===== config.mk =====
export PLATFORM = sky130hd
export DESIGN_NAME = video_timing
export DESIGN_NICKNAME = d
export VERILOG_FILES = /design/src/rtl/video_timing.sv
export SDC_FILE = /design/constraint.sdc
export NUM_CORES = 1
export LEC_CHECK = 0
export BUFFER_PORTS_ARGS = -buffer_cell sky130_fd_sc_hd__buf_4
export CORE_MARGIN = 2
export CORE_UTILIZATION = 40
export DETAILED_ROUTE_END_ITERATION = 8
export GPL_TIMING_DRIVEN = 1
export PLACE_DENSITY_LB_ADDON = 0.25
export SLEW_MARGIN = 5
export SYNTH_ARGS = -nofsm -noshare
export SYNTH_HDL_FRONTEND = slang
export SYNTH_SLANG_ARGS = --single-unit

===== constraint.sdc =====
create_clock -name clk -period 2.25 [get_ports clk]
set_clock_uncertainty 0.1 [all_clocks]
set_input_delay 0.5625 -clock clk [delete_from_list [all_inputs] [get_ports clk]]
set_output_delay 0.5625 -clock clk [all_outputs]
set_load 0.03 [all_outputs]

===== src/rtl/video_timing.sv =====
// Raster timing generator: x/y counters, sync/de decode, LAT-stage pipeline and output register.
// Outputs trail x/y by LAT+1 en-ticks; en=0 freezes all state.
module video_timing #(
  parameter int   H_ACTIVE = 1280,
  parameter int   H_FP     = 110,
  parameter int   H_SYNC   = 40,
  parameter int   H_BP     = 220,
  parameter int   V_ACTIVE = 720,
  parameter int   V_FP     = 5,
  parameter int   V_SYNC   = 5,
  parameter int   V_BP     = 20,
  parameter logic HS_POL   = 1'b1,
  parameter logic VS_POL   = 1'b1,
  parameter int   LAT      = 0
) (
  input  logic        clk,
  input  logic        reset,
  input  logic        en,
  input  logic [7:0]  r_in,
  input  logic [7:0]  g_in,
  input  logic [7:0]  b_in,
  output logic [10:0] x,
  output logic [9:0]  y,
  output logic        hsync,
  output logic        vsync,
  output logic        de,
  output logic [7:0]  r_out,
  output logic [7:0]  g_out,
  output logic [7:0]  b_out,
  output logic        frame_start
);

  localparam int H_TOTAL = H_ACTIVE + H_FP + H_SYNC + H_BP;
  localparam int V_TOTAL = V_ACTIVE + V_FP + V_SYNC + V_BP;

  localparam logic [10:0] H_LAST   = 11'(H_TOTAL - 1);
  localparam logic [10:0] H_ACT    = 11'(H_ACTIVE);
  localparam logic [10:0] HS_START = 11'(H_ACTIVE + H_FP);
  localparam logic [10:0] HS_END   = 11'(H_ACTIVE + H_FP + H_SYNC);
  localparam logic [9:0]  V_LAST   = 10'(V_TOTAL - 1);
  localparam logic [9:0]  V_ACT    = 10'(V_ACTIVE);
  localparam logic [9:0]  VS_START = 10'(V_ACTIVE + V_FP);
  localparam logic [9:0]  VS_END   = 10'(V_ACTIVE + V_FP + V_SYNC);

  typedef struct packed {
    logic de;
    logic hs;
    logic vs;
    logic fs;
  } tim_t;

  tim_t raw;
  tim_t dly;

  always_ff @(posedge clk or posedge reset) begin
    if (reset) begin
      x <= '0;
      y <= '0;
    end else if (en) begin
      if (x == H_LAST) begin
        x <= '0;
        y <= (y == V_LAST) ? '0 : y + 10'd1;
      end else begin
        x <= x + 11'd1;
      end
    end
  end

  // Sync flags are kept active-high internally; polarity is applied at the output register.
  always_comb begin
    raw    = '0;
    raw.de = (x < H_ACT) && (y < V_ACT);
    raw.hs = (x >= HS_START) && (x < HS_END);
    raw.vs = (y >= VS_START) && (y < VS_END);
    raw.fs = (x == 11'd0) && (y == 10'd0);
  end

  generate
    if (LAT == 0) begin : g_bypass
      assign dly = raw;
    end else begin : g_pipe
      tim_t pipe [LAT];

      always_ff @(posedge clk or posedge reset) begin
        if (reset) begin
          for (int i = 0; i < LAT; i++) pipe[i] <= '0;
        end else if (en) begin
          pipe[0] <= raw;
          for (int i = 1; i < LAT; i++) pipe[i] <= pipe[i-1];
        end
      end

      assign dly = pipe[LAT-1];
    end
  endgenerate

  // Colour is forced to black outside the visible area so r_in/g_in/b_in are don't-care there.
  always_ff @(posedge clk or posedge reset) begin
    if (reset) begin
      de          <= 1'b0;
      frame_start <= 1'b0;
      hsync       <= ~HS_POL;
      vsync       <= ~VS_POL;
      r_out       <= '0;
      g_out       <= '0;
      b_out       <= '0;
    end else if (en) begin
      de          <= dly.de;
      frame_start <= dly.fs;
      hsync       <= dly.hs ? HS_POL : ~HS_POL;
      vsync       <= dly.vs ? VS_POL : ~VS_POL;
      r_out       <= dly.de ? r_in : 8'd0;
      g_out       <= dly.de ? g_in : 8'd0;
      b_out       <= dly.de ? b_in : 8'd0;
    end
  end

endmodule


======== After elaboration in Yosys (flattened, before gate mapping) ========
Cells that the tools add are included.
Widths: inputs -> output; s select.
word-level totals
  register bits ........................... 49
  input bits .............................. 27
  logic and storage cells ................. 33
cells by class
  magnitude comparators ................... 6
  muxes and demuxes ....................... 7
  reductions and logical operators ........ 7
  add/subtract/negate cells ............... 2
  equality and inequality tests ........... 2
operator list
  operator               count
  $mux 8                 3
  $lt 11x11->1 const B   2
  $lt 10x10->1 const B   2
  $add 11x1->11 const B  1
  $eq 11x11->1 const B   1
  $ge 11x11->1 const B   1
  $logic_not 11->1       1
  $mux 11                1
  $add 10x1->10 const B  1
  $eq 10x10->1 const B   1
  $ge 10x10->1 const B   1
  $logic_not 10->1       1
  $mux 10                1
  $logic_and 1x1->1      4
  $mux 1                 2
  $reduce_and 2->1       1

======== Logic depth before layout (Yosys ltp) ========
Gate-level depths: netlist (run 1).
  depth in word-level cells ............... 3
  gate-level depth with buffers ........... 7
  gate-level depth less buffers ........... 6

======== Worst setup path before layout (run 1) ========
OpenSTA, ideal clock, no wires.
  path type ............................... reg2reg
  start ................................... register x[3]
  end ..................................... register y[8]
  period minus slack after synthesis ...... 2.084 ns
  data required time ...................... 2.069 ns
  data arrival time ....................... 1.903 ns
  path slack .............................. 0.166 ns
  stages on the path, launching flop included .. 6
  cells stage by stage .................... dfrtp_1 or4_4 or3_1 buf_2 nor3_4 xor2_1
between the ends
  cells in the longest elaborated chain, start to end .. 2
RTL lines
  item                               line  source
  from (decl)                        22    output logic [10:0] x,
  from (signal assigned)             64    x <= x + 11'd1;
  $eq 11x11->1                       60    if (x == H_LAST) begin
  $reduce_and 2->1 (no source line)  n/a
  to (signal assigned)               62    y <= (y == V_LAST) ? '0 : y + 10'd1;
  to (decl)                          23    output logic [9:0] y,
No other way between the ends.
A chain may end at the register's enable or synchronous reset.

======== Worst setup path in the final report (run 1) ========
  start ................................... register x[7]
  end ..................................... register y[8]
Same word-level chain as after synthesis.

==> results of run 1 <==
-- registers in the layout (all words and copies together) (netlist names) --
register and cells:
y 10, vsync 1, b_out 8, hsync 1, g_out 8, r_out 8, de 1, x 11
frame_start 1
-- through the flow --
step	area (sq um)	utilization
5_1_grt	3070	0.558
4_1_cts	3070	0.558
6_report	3070	0.558
2_1_floorplan	2270	-
3_3_place_gp	2980	0.542
3_5_place_dp	2980	0.542
-- per-layer routing --
metal  GRT usage  part of all wire  up-vias
li1            -                 -      919
met1       0.278              0.48      909
met2       0.272              0.45       69
met3      0.0295             0.061        9
met4      0.0586             0.012        0
met5           0                 0        -
-- how the worst min path moves through the flow --
stage,from,to,depth (start not counted)
detailed placement,frame_start,frame_start,2
CTS,reset,r_out[0],2
finish,reset,r_out[5],2
global route,reset,b_out[4],2
floorplan,frame_start,frame_start,2
global placement,de,de,1
-- cells by family (layout without fill, tap and decap cells) --
| group | Yosys count | count (layout) | synth area share |
|---|---|---|---|
| AO/OA/AOI/OAI | 51 | 51 | 0.177 |
| XOR/XNOR | 8 | 8 | 0.0309 |
| adder cells (fa/ha/maj) | 7 | 7 | 0.0386 |
| buffers and inverters | 21 | 105 | 0.0358 |
| flip-flops | 49 | 49 | 0.540 |
| multiplexers | 5 | 5 | 0.0231 |
| AND/OR/NAND/NOR | 65 | 65 | 0.154 |
-- synthesized netlist by cell type (all sizes together), types with 2 or more instances --
cell and n:
xnor2 2, nand3 6, inv 10, dfrtp 49, buf 2, mux2 2
nand4 6, nor4 3, mux2i 3, a22o 29, a21o 5, xor2 6
and3 2, a31oi 2, nand4b 2, nor2 16, clkbuf 9, ha 7
o21ai 8, nor3 8, nand2 13
-- worst max-delay path, cell delays in order (launching register included) --
cell and delay, ns:
dfrtp_1 0.46, or4_4 0.57, or3_1 0.49, nor3_4 0.23, xor2_1 0.15
-- power breakdown --
group | internal, mW | total [mW] | switching (mW)
sequential | 0.979 | 1.08 | 0.103
clock | 0.219 | 0.513 | 0.294
combinational | 0.337 | 0.789 | 0.452
total | 1.54 | 2.38 | 0.849
-- area by class of cell --
cell class,instances,share of cell area
clock buffer,6,0.0236
sequential,49,0.399
inverter,10,0.0122
tap,72,0.0293
multi-input combinational,136,0.314
timing repair buffer,87,0.217
clock inverter,2,0.00489
==> results by group, run 1 <==
Setup path
  – Arr. time, crit path: 2.19 ns
  – RR Endpoint: y[8]
  – Startpoint types: flop
  – CP max FO: 8
  – Data required time at the worst endpoint: 2.38 ns
  – FF-to-FF path depth: 4
  – RR Startpoint: x[7]
  – CP Capture Type: flop
  – Worst setup startpoint: x[7]
  – Setup crit end: y[8]
  – Flop2flop setup slack: 0.18 ns
  – Setup CP Type: flop to flop

Routing
  – DR vias: 1906
  – Post-DRT Antenna Nets: 0
  – DRT Pass-1 Iters: 4
  – Drt drc: 0
  – Vias per cell: 5.27
  – Avg WL per Cell: 15.2 um
  – Final WL: 5490 um
  – Initial DRC Count: 82

STA
  – Worst-margin pin slew: 0.473 ns
  – Max Transition Viols Final: 0
  – Post-Route Setup TNS: 0 ns
  – Setup slack after layout: 0.184 ns
  – Unrepaired setup endpoints after global routing: no
  – Final hold violations: 0
  – Hold slack: 0.180 ns
  – Final min period: 2.07 ns
  – Fmax: 484 MHz
  – Worst rel slew slack: 0.684
  – Post-route clock period utilization: 0.918
  – Final setup viols: 0

GRT
  – Global-route wire length before repair: 9080 um
  – Largest net degree at the start of global routing: 29
  – Initial antenna violation count: 0
  – GRT Total Usage: 0.184
  – Gr ovfl total: 0
  – Vias in the first global route: 1775

Synth
  – Post-synth ARST share: 1.00
  – Syn Inst Count: 206
  – Cell Area, Synth: 2270 sq um
  – Library cells used by synthesis: 39
  – Register area share after synthesis: 0.540
  – Most area-hungry cell type in the Yosys netlist: dfrtp_1
  – Flops & latches, synth: 49
  – Area contributors post-synth: dfrtp_1, a22o_1, ha_1, nor2_1, xor2_1
  – Number of flops mapped to enable cells by yosys: 0
  – Syn Nets: 240
  – Synthesis Warnings: 0
  – Ys flop type: dfrtp_1
  – Mean Syn Cell Area: 11.0 sq um
  – Top-area cell type share of the netlist area: 0.540

Power and ir drop
  – Pwr/cell area: 777 nW/um^2
  – Peak supply drop: 0.000700 V
  – Final Power: 2.38 mW
  – Leakage power: 1.53 nW

Place
  – Detailed placement HPWL: 3860 um
  – Input/output buffers: 75
  – Cell total after placement: 354
  – RePlAce Congestion: 0.852
  – Dpl ws: 0.112 ns

Layout
  – Area growth syn-to-layout: 35.2%
  – Footprint of the multi-input gates: 963 sq um
  – Fillers: 510
  – Seq. cell area: 1230 sq um
  – Commonest non-fill, non-tap cell in the layout: buf_4
  – Final Non-Filler Cells: 362
  – Nets: 323
  – Fraction of layout cells with a size suffix above 1: 0.348
  – Commonest cells after routing, fill and taps aside: buf_4, dfrtp_1, a22o_1, nor2_1, nand2_1
  – Ant. Diodes: 0

Clock network
  – Skew-Pair Late Insertion Delay: 0.30 ns
  – CTS Hold Bufs: 0
  – CTS Buffer Depth: 2
  – Clock root buffer: clkbuf_8
  – Clk slew on worst S/H paths: 0.09 ns
  – Total setup buffers inserted after CTS: 0
  – CTS resizes: 0
  – H-tree depth: 2
  – CTS tree: done
  – Cts bufs inserted: 5
  – Clk sink count: 49

Floorplan
  – Core ar.: 5510 sq um
  – Initial Util: 0.412
  – I/O pin total: 76
  – Die Span X: 79.3 um
  – Die H: 79.3 um
  – Row count: 27
  – Die area: 6300 sq um

Min path
  – Hold Crit Class: primary input to async pin

Outcome
  – Status: finished, final reports clean

Flow run
  – Max Cap Viol: 0
No activity file was read; power rests on OpenSTA's default activity.
==> inputs of run 2 (changes only) <==
Settings changed: CORE_UTILIZATION 40 to 50.
==> results by group, run 2 (synthesis results as in run 1) <==
Clock network
  – Clock root buffer: clkbuf_8 (unchanged)
  – Skew-Pair Late Insertion Delay: 0.31 ns (was 0.30 ns)
  – CTS tree: done (unchanged)
  – CTS resizes: 0 (unchanged)
  – CTS Hold Bufs: 0 (unchanged)
  – H-tree depth: 2 (unchanged)
  – Cts bufs inserted: 5 (unchanged)
  – Clk slew on worst S/H paths: 0.10 ns (was 0.09 ns)
  – Clk sink count: 49 (unchanged)
  – Total setup buffers inserted after CTS: 0 (unchanged)
  – CTS Buffer Depth: 2 (unchanged)

Setup path
  – CP max FO: 8 (unchanged)
  – Largest stage delay, worst path: 0.59 ns (was 0.57 ns)
  – Setup CP Type: flop to flop (unchanged)
  – Startpoint types: flop (unchanged)
  – CP Capture Type: flop (unchanged)
  – FF-to-FF path depth: 4 (unchanged)
  – Levels on crit path: 4 (unchanged)
  – Data required time at the worst endpoint: 2.38 ns (about the same)
  – CP max stage cell: or4_4 (unchanged)
  – Cell Chain, Critical Path: or4_4 -> or3_1 -> nor3_4 -> xor2_1 (unchanged)
  – Arr. time, crit path: 2.26 ns (was 2.19 ns)
  – Kind of cell adding the most delay to the critical path: simple AND/OR/NAND/NOR gates (unchanged)
  – Crit path buf inv count: 0 (unchanged)

Layout
  – Final Non-Filler Cells: 342 (was 362)
  – Final instance area: 3070 sq um (about the same)
  – Largest Register: x (unchanged)
  – Ant. Diodes: 0 (unchanged)
  – Max reg flops: 11 (unchanged)
  – Fraction of layout cells with a size suffix above 1: 0.352 (was 0.348)
  – Commonest cells after routing, fill and taps aside: buf_4, dfrtp_1, a22o_1, nor2_1, nand2_1 (unchanged)
  – Commonest non-fill, non-tap cell in the layout: buf_4 (unchanged)
  – Biggest regs: x x11, y x10 (unchanged)
  – Nets: 323 (unchanged)
  – Area growth syn-to-layout: 35.0% (was 35.2%)

Floorplan
  – Die area: 5100 sq um (was 6300 sq um)
  – Row count: 24 (was 27)
  – Initial Util: 0.522 (was 0.412)
  – Die H: 71.4 um (was 79.3 um)
  – Die Span X: 71.4 um (was 79.3 um)
  – I/O pin total: 76 (unchanged)
  – Core ar.: 4350 sq um (was 5510 sq um)

Routing
  – Post-DRT Antenna Nets: 0 (unchanged)
  – DR vias: 1946 (was 1906)
  – Initial DRC Count: 66 (was 82)
  – Final WL: 5540 um (was 5490 um)
  – Avg WL per Cell: 16.2 um (was 15.2 um)
  – Vias per cell: 5.69 (was 5.27)
  – DRT Pass-1 Iters: 4 (unchanged)
  – Drt drc: 0 (unchanged)

STA
  – Worst-margin pin slew: 0.454 ns (was 0.473 ns)
  – Final min period: 2.12 ns (was 2.07 ns)
  – Unrepaired setup endpoints after global routing: no (unchanged)
  – Setup slack after layout: 0.129 ns (was 0.184 ns)
  – Max Transition Viols Final: 0 (unchanged)
  – Post-route clock period utilization: 0.943 (was 0.918)
  – Worst rel slew slack: 0.697 (was 0.684)
  – Fmax: 471 MHz (was 484 MHz)
  – Final setup viols: 0 (unchanged)
  – Final hold violations: 0 (unchanged)
  – Post-Route Setup TNS: 0 ns (unchanged)

GRT
  – Initial antenna violation count: 0 (unchanged)
  – Global-route wire length before repair: 8910 um (was 9080 um)
  – Largest net degree at the start of global routing: 28 (was 29)
  – GRT Total Usage: 0.225 (was 0.184)
  – Vias in the first global route: 1737 (was 1775)
  – Gr ovfl total: 0 (unchanged)

Place
  – Total placed instance area: 2950 sq um (was 2980 sq um)
  – RePlAce Congestion: 0.886 (was 0.852)
  – Dpl ws: 0.158 ns (was 0.112 ns)
  – Input/output buffers: 75 (unchanged)
  – Cell total after placement: 334 (was 354)
  – Detailed placement HPWL: 3950 um (was 3860 um)

Power and ir drop
  – Peak supply drop: 0.000767 V (was 0.000700 V)
  – Final Power: 2.52 mW (was 2.38 mW)
  – Leakage power: 1.55 nW (was 1.53 nW)
  – Pwr/cell area: 822 nW/um^2 (was 777 nW/um^2)

Outcome
  – Status: finished, final reports clean (unchanged)

Min path
  – Hold Crit Class: primary input to async pin (unchanged)

Flow run
  – Max Cap Viol: 0 (unchanged)
[run 2: power breakdown]
group,switching [mW],internal [mW],total [mW]
Sequential,0.121,0.979,1.10
Combinational,0.433,0.323,0.755
Clock,0.304,0.362,0.665
[run 2: final timing paths]
| path | start | end | slack [ns] |
|---|---|---|---|
| max in group asynchronous | reset | x[5] | 1.32 |
| worst max-delay path | x[3] | y[8] | 0.13 |
| worst min register to register | de | de | 0.39 |
| worst max register to register | x[3] | y[8] | 0.13 |
| worst min-delay path | reset | y[3] | 0.16 |
| min in group clk | r_in[7] | r_out[7] | 0.37 |
[run 2: final cells by class]
| type | instances | area (sq um) |
|---|---|---|
| clock inverters | 2 | 37.5 |
| flip-flops and latches | 49 | 1230 |
| fillers | 312 | 1290 |
| inverters | 10 | 37.5 |
| multi-input cells | 136 | 963 |
| clock buffers | 6 | 82.6 |
| well taps | 52 | 65.1 |
| repair buffers | 87 | 653 |
[run 2: stage by stage]
stage / hold WS [ns] / utilization
after floorplan: 0.564 / -
after global placement: 0.365 / 0.676
after detailed placement: 0.370 / 0.676
after CTS: 0.177 / 0.704
after global routing: 0.197 / 0.704
final: 0.164 / 0.704
[run 2: layer usage]
| layer | GRT usage | vias up | part of all wire | wire length [um] |
|---|---|---|---|---|
| met5 | 0 | - | 0 | 0 |
| met3 | 0.0591 | 6 | 0.068 | 378 |
| li1 | - | 921 | - | - |
| met1 | 0.326 | 954 | 0.46 | 2550 |
| met4 | 0.0629 | 0 | 0.012 | 64 |
| met2 | 0.338 | 65 | 0.46 | 2540 |
